===== src/rtl/sa_tile_ctrl.sv =====
// Sequencer for one systolic-array tile: clear accumulators, stream k_len operands,
// flush the wavefront through the array, then hand out result rows under backpressure.
module sa_tile_ctrl #(
    parameter  int ROWS  = 4,
    parameter  int COLS  = 4,
    parameter  int K_MAX = 64,
    localparam int KW    = $clog2(K_MAX + 1),
    localparam int AW    = $clog2(K_MAX),
    localparam int RW    = $clog2(ROWS),
    localparam int FLUSH = ROWS + COLS - 1
) (
    input  logic          clk,
    input  logic          rst_n,
    input  logic          start,
    input  logic [KW-1:0] k_len,
    input  logic          abort,
    output logic          busy,
    output logic          done,
    output logic          err,
    output logic          pe_en,
    output logic          pe_clr,
    output logic          rd_valid,
    output logic [AW-1:0] rd_addr,
    output logic          res_valid,
    input  logic          res_ready,
    output logic [RW-1:0] res_row
);

    localparam int FW = $clog2(FLUSH + 1);

    typedef enum logic [2:0] {
        S_IDLE,
        S_CLEAR,
        S_FEED,
        S_FLUSH,
        S_DRAIN,
        S_DONE
    } state_t;

    state_t        state_q, state_d;
    logic [KW-1:0] klen_q, klen_d;
    logic [KW-1:0] cnt_q, cnt_d;
    logic [FW-1:0] fcnt_q, fcnt_d;
    logic [RW-1:0] row_q, row_d;
    logic          err_q, err_d;
    logic          k_ok;

    assign k_ok = (k_len != '0) && (k_len <= KW'(K_MAX));

    always_ff @(posedge clk or negedge rst_n) begin
        if (!rst_n) begin
            state_q <= S_IDLE;
            klen_q  <= '0;
            cnt_q   <= '0;
            fcnt_q  <= '0;
            row_q   <= '0;
            err_q   <= 1'b0;
        end else begin
            state_q <= state_d;
            klen_q  <= klen_d;
            cnt_q   <= cnt_d;
            fcnt_q  <= fcnt_d;
            row_q   <= row_d;
            err_q   <= err_d;
        end
    end

    always_comb begin
        state_d = state_q;
        klen_d  = klen_q;
        cnt_d   = cnt_q;
        fcnt_d  = fcnt_q;
        row_d   = row_q;
        err_d   = 1'b0;

        // Abort abandons the tile from any active state; counters restart clean.
        if (abort && (state_q != S_IDLE)) begin
            state_d = S_IDLE;
            cnt_d   = '0;
            fcnt_d  = '0;
            row_d   = '0;
        end else begin
            case (state_q)
                S_IDLE: begin
                    if (start && !abort) begin
                        if (k_ok) begin
                            state_d = S_CLEAR;
                            klen_d  = k_len;
                            cnt_d   = '0;
                        end else begin
                            err_d = 1'b1;
                        end
                    end
                end
                S_CLEAR: begin
                    state_d = S_FEED;
                    cnt_d   = '0;
                end
                S_FEED: begin
                    if (cnt_q == (klen_q - KW'(1))) begin
                        state_d = S_FLUSH;
                        cnt_d   = '0;
                        fcnt_d  = '0;
                    end else begin
                        cnt_d = cnt_q + KW'(1);
                    end
                end
                S_FLUSH: begin
                    // Last operand needs ROWS+COLS-1 steps to reach the far corner PE.
                    if (fcnt_q == FW'(FLUSH - 1)) begin
                        state_d = S_DRAIN;
                        fcnt_d  = '0;
                        row_d   = '0;
                    end else begin
                        fcnt_d = fcnt_q + FW'(1);
                    end
                end
                S_DRAIN: begin
                    if (res_ready) begin
                        if (row_q == RW'(ROWS - 1)) begin
                            state_d = S_DONE;
                            row_d   = '0;
                        end else begin
                            row_d = row_q + RW'(1);
                        end
                    end
                end
                S_DONE: begin
                    state_d = S_IDLE;
                end
                default: begin
                    state_d = S_IDLE;
                end
            endcase
        end
    end

    assign busy      = (state_q != S_IDLE);
    assign done      = (state_q == S_DONE);
    assign err       = err_q;
    assign pe_clr    = (state_q == S_CLEAR);
    assign pe_en     = (state_q == S_FEED) || (state_q == S_FLUSH);
    assign rd_valid  = (state_q == S_FEED);
    assign rd_addr   = rd_valid ? cnt_q[AW-1:0] : '0;
    assign res_valid = (state_q == S_DRAIN);
    assign res_row   = res_valid ? row_q : '0;

endmodule


===== config.mk =====
export PLATFORM = sky130hd
export DESIGN_NAME = sa_tile_ctrl
export DESIGN_NICKNAME = d
export VERILOG_FILES = /design/src/rtl/sa_tile_ctrl.sv
export SDC_FILE = /design/constraint.sdc
export NUM_CORES = 1
export LEC_CHECK = 0
export ABC_AREA = 1
export CAP_MARGIN = 20
export CORE_MARGIN = 10
export CORE_UTILIZATION = 50
export DETAILED_ROUTE_END_ITERATION = 6
export DONT_BUFFER_PORTS = 1
export SLEW_MARGIN = 40
export SYNTH_ARGS = -nofsm -noshare
export SYNTH_HDL_FRONTEND = slang
export SYNTH_SLANG_ARGS = --single-unit

===== constraint.sdc =====
create_clock -name clk -period 2.1 [get_ports clk]
set_clock_uncertainty 0.1 [all_clocks]
set_input_delay 0.21 -clock clk [delete_from_list [all_inputs] [get_ports clk]]
set_output_delay 0.21 -clock clk [all_outputs]
set_load 0.005 [all_outputs]

==> Word level (Yosys, flattened, before mapping) <==
Cells that the tools add are included.
{ "word_totals": {"input_bits": 12, "word_cells": 70, "regBits": 23, "out_inout_bits": 15} }
{ "op_classes": {"n_addsub": 4, "muxes": 28, "order_cmp": 1, "n_reduce_logical": 16, "bitwise_logic": 1, "n_eq_ne": 14} }
{ "op_table": {"columns": ["operator", "count"], "rows": [
  ["$mux 3", 10],
  ["$mux 7", 4],
  ["$pmux 7 s3", 1],
  ["$pmux 3 s5", 1],
  ["$mux 2", 5],
  ["$eq 3x3->1 const B", 3],
  ["$ne 3x1->1 const B", 3],
  ["$ne 3x3->1 const B", 3],
  ["$reduce_bool 3->1", 3],
  ["$add 7x1->7 const B", 1],
  ["$eq 7x7->1", 1],
  ["$le 7x7->1 const B", 1],
  ["$reduce_bool 7->1", 1],
  ["$sub 7x1->7 const B", 1],
  ["$eq 3x2->1 const B", 2],
  ["$mux 6", 1],
  ["$pmux 3 s2", 1],
  ["$reduce_and 3->1", 2],
  ["$reduce_and 6->1", 1],
  ["$mux 1", 4],
  ["$pmux 2 s2", 1],
  ["$reduce_and 4->1", 1],
  ["$reduce_bool 4->1", 1],
  ["$add 3x1->3 const B", 1],
  ["9 further kinds", 11]
]} }

==> Logic depth before layout (Yosys ltp) <==
{ "depth": {"depth_word": 6, "mapped_depth": 12, "depth_no_buf": 12} }

==> Least setup slack after synthesis <==
No wires, ideal clock.
{ "synth_timing": {"path_kind": "register to register", "start": "register klen_q[0]", "end": "register state_q[1]", "stages_incl_launch_ff": 13, "n_path_buf": 1, "path_slack_ns": 0.405, "arrival_ns": 1.530, "setup_ns": 0.065, "period_less_slack_ns": 1.695, "required_ns": 1.935, "cell_sequence": "dfrtp_1 -> inv_2 -> ha_1 -> nand2_1 -> inv_1 -> nor2_1 -> nand2_1 -> nor2_1 -> nand3_1 -> o21bai_4 -> buf_6 -> nand3_1 -> nand2_1"} }
{ "synth_via": {"elab_chain_cells": 4} }
{ "synth_lines": {"columns": ["item", "line", "rtl"], "rows": [
  ["from (decl)", "41", "logic [KW-1:0] klen_q, klen_d;"],
  ["from (signal assigned)", "60", "klen_q <= klen_d;"],
  ["$sub 7x1->7", "100", "if (cnt_q == (klen_q - KW'(1))) begin"],
  ["$eq 7x7->1", "100", null],
  ["$ne 3x1->1 (no source line)", null, null],
  ["$reduce_and 6->1 (no source line)", null, null],
  ["to (signal assigned)", "59", "state_q <= state_d;"],
  ["to (decl)", "40", "state_t state_q, state_d;"]
]} }
Every way passes these cells.
A chain may end at the register's enable or synchronous reset.

==> Worst setup path in the final report <==
{ "layout_timing": {"start": "register klen_q[0]", "end": "register cnt_q[1]"} }
{ "layout_via": {"elab_chain_cells": 5} }
{ "layout_lines": {"columns": ["item", "line", "rtl"], "rows": [
  ["$sub 7x1->7", "100", null],
  ["$eq 7x7->1", "100", null],
  ["$mux 7", "100", null],
  ["$pmux 7 s3", "83", "case (state_q)"],
  ["$mux 7", "77", "if (abort && (state_q != S_IDLE)) begin"],
  ["to (signal assigned)", "61", "cnt_q <= cnt_d;"],
  ["to (decl)", "42", "logic [KW-1:0] cnt_q, cnt_d;"]
]} }
Every way passes these cells.

==> metrics <==
gr usage total=12.5%; R2R Path Start=klen_q[0]$_DFFE_PN0P_; chip width=77.6 um; CP startpoint kind=flip-flop; TritonCTS buffer count=3; internal power=1030 uW; slowest cell delay on critical path=0.41 ns; top cells by area, synth=dfrtp_1, nand2_1, nor2_1, inv_1, nand3_1; FF/Latch Area=576 um^2; pwr dens=1160 nW/um^2; max_slew headroom=64.0%; r2r worst-path depth=11; multi-input logic area=908 um^2; Filler cells=329; fin crit share=89.6%; Worst Tran Pin Value=0.539 ns; Yosys warnings=0; row cnt=20; GRT overflow=0; power share of the sequential group=34.0%; reg2reg end=cnt_q[1]$_DFFE_PN0P_; Max clock buf depth=2; Core Region=3100 um^2; H-tree depth=1; Mapped Nets=256; crit path capture=cnt_q[1]$_DFFE_PN0P_; R2R setup slack=0.22 ns; initial DRC count=67; Sw Ratio=51.7%; Fmax=532 MHz; CTS tree=built; clk root buf=clkbuf_4; number of nets with antenna violations after routing=0; P&R area growth vs syn=10.5%; Crit. Startpoint=klen_q[0]$_DFFE_PN0P_; max-cap violations=0; Vias=1,521; TritonCTS Sinks=23; Ant. Diodes=0; Seq cells post-synth=23; Crit-path slowest cell=dfrtp_1; Mapped Area=1660 um^2; drt pass-1 iters=4; Max IR drop VDD=0.627 mV; worst skew pair latency=0.31 ns; GP Congestion=0.821; via/cell ratio=5.10; initial antenna violation count=0; status=completed; Yosys cell types=31; WP data arrival=2.00 ns; Cell Chain, Critical Path=inv_2 > ha_1 > nand2_1 > inv_1 > nor2_1 > nand2_1 > nor2_1 > nand3_1 > o21bai_4 > buf_4 > o22ai_1; Final Setup Violations=0; Clk pwr share=9.8%; NumNets Final=270; Syn Area/Cell=6.88 um^2; Pins Over Slew Limit=0; CP Class=flip-flop to flip-flop; Critical Path Sink Type=flip-flop; vias in the first global route=1,514; wire length per cell=12.6 um; Initial Util=53.4%; die height=77.6 um; worst path required time=2.22 ns; RSZ-0062 raised after global routing=false; clk slew on worst S/H paths=0.14 ns; LEAKAGE=0.000880 uW; setup TNS=0 ns; largest net degree at the start of global routing=24; sequential share of the synthesized area=34.7%; Syn Inst Count=241; CP Max Fanout=7; setup repair bufs after CTS=0; Logic pwr share=56.3%; Hold Fails Final Rpt=0; top-area cell type share of the netlist area=34.7%; Hold Slack=0.0427 ns; share of layout cells above drive strength 1=15.7%; area leader, netlist=dfrtp_1; HPWL after DPL=2.96 mm; worst hold path class=primary input to flip-flop; # IOs=27; global-route wire length before repair=6.55 mm; DRC viols=0; die area=6020 um^2; crit path time final=1.88 ns; Routed WL=3.75 mm; net switching power=1100 uW; port buffer count=0
[synthesized netlist by cell type]
master,count
buf_6,1
buf_2,2
a21oi_1,8
dfrtp_1,23
nand3_1,21
nand3_4,1
nand3_2,4
nor2_2,6
ha_1,3
nand2_1,69
nand2_4,1
inv_4,2
clkinv_1,1
nand2_8,1
nor2_1,30
o21bai_4,1
nor4_1,1
inv_1,28
inv_6,1
nand3b_1,1
o21ai_1,5
a21oi_2,5
inv_2,6
nor3_1,2
o21ai_0,4
nand2_2,5
nand4_1,5
xnor2_1,1
o211ai_1,1
o22ai_1,1
nor2_4,1
[how the worst min path moves through the flow]
stage / cells past startpoint / endpoint / from / slack (ns)
CTS: 3 / fcnt_q[1]$_DFFE_PN0P_ / abort / 0.04
global route: 3 / fcnt_q[2]$_DFFE_PN0P_ / abort / 0.06
floorplan: 0 / cnt_q[0]$_DFFE_PN0P_ / rst_n / -0.19
global placement: 0 / klen_q[3]$_DFFE_PN0P_ / rst_n / -0.18
finish: 3 / fcnt_q[1]$_DFFE_PN0P_ / abort / 0.04
detailed placement: 0 / klen_q[1]$_DFFE_PN0P_ / rst_n / -0.18
[final cells by class]
type | instances | share of cell area [%]
Timing Repair Buffer | 12 | 6.15
Sequential cell | 23 | 31.4
Multi-Input combinational cell | 177 | 49.6
Clock inverter | 1 | 0.273
Tap cell | 44 | 3.01
Inverter | 38 | 8.33
Clock buffer | 3 | 1.23
[per-layer routing]
layer | wire, um | global-route usage, %
met4 | 12 | 2.74
met5 | 0 | 0
met3 | 237 | 3.11
met2 | 1850 | 22.5
met1 | 1650 | 14.6
[per-stage QoR]
stage          cells  util, %  setup WS [ns]  power (uW)  instance area, um^2
2_1_floorplan    241        -          0.405        1690                 1660
3_3_place_gp     283     54.8          0.245        1880                 1700
3_5_place_dp     283     54.8          0.215        1910                 1700
4_1_cts          297     58.9          0.198        2140                 1830
5_1_grt          298     59.0         0.0534        2350                 1830
6_report         298     59.0          0.219        2130                 1830
[critical path, delay by kind of cell, from the launching register on]
kind,cells,cell delay (ns)
adder cells (fa/ha/maj),1,0.25
AO/OA/AOI/OAI,2,0.27
flip-flops,1,0.41
AND/OR/NAND/NOR,5,0.43
buffers and inverters,3,0.34
[state kept, by name (all words and copies together) (netlist names)]
name / cells
cnt_q: 7
err: 1
fcnt_q: 3
klen_q: 7
row_q: 2
state_q: 3
[power groups by stage]
stage | Clock (uW) | Combinational (uW) | Sequential, uW
CTS | 216 | 1210 | 720
global placement | 0 | 1150 | 723
detailed placement | 0 | 1180 | 730
floorplan | 0 | 1020 | 671
global route | 236 | 1370 | 748
finish | 208 | 1200 | 722
[logic make-up (layout without fill, tap and decap cells)]
| family | after synthesis | after routing | synth area share, % |
|---|---|---|---|
| simple gates | 148 | 148 | 42.3 |
| flops | 23 | 23 | 34.7 |
| xor+xnor | 1 | 1 | 0.528 |
| compound gates | 25 | 25 | 9.74 |
| buf+inv | 41 | 54 | 10.5 |
| fa+ha+maj | 3 | 3 | 2.26 |
[what timing repair did]
action	in CTS	in global routing
setup endpoints to repair	0	0
hold endpoints to repair	34	23
gates resized for setup	0	0
hold buffers	10	1
[cell usage in the layout, fill, tap and decap left out]
cell type,instances
nand3_4,1
nor4_1,1
nand2_2,5
inv_2,6
nor2_1,30
dlygate4sd3_1,10
nor2_2,6
o21bai_4,1
a21oi_2,5
nor3_1,2
inv_6,1
nand2_4,1
buf_2,1
o22ai_1,1
nand3_2,4
buf_4,1
a21oi_1,8
inv_4,2
nand4_1,5
nor2_4,1
clkinv_2,1
nand3_1,21
nand2_1,69
xnor2_1,1
o211ai_1,1
nand2_8,1
o21ai_0,4
nand3b_1,1
ha_1,3
clkbuf_4,3
clkinv_1,1
dfrtp_1,23
o21ai_1,5
inv_1,28
(Power assumes the default switching activity.)
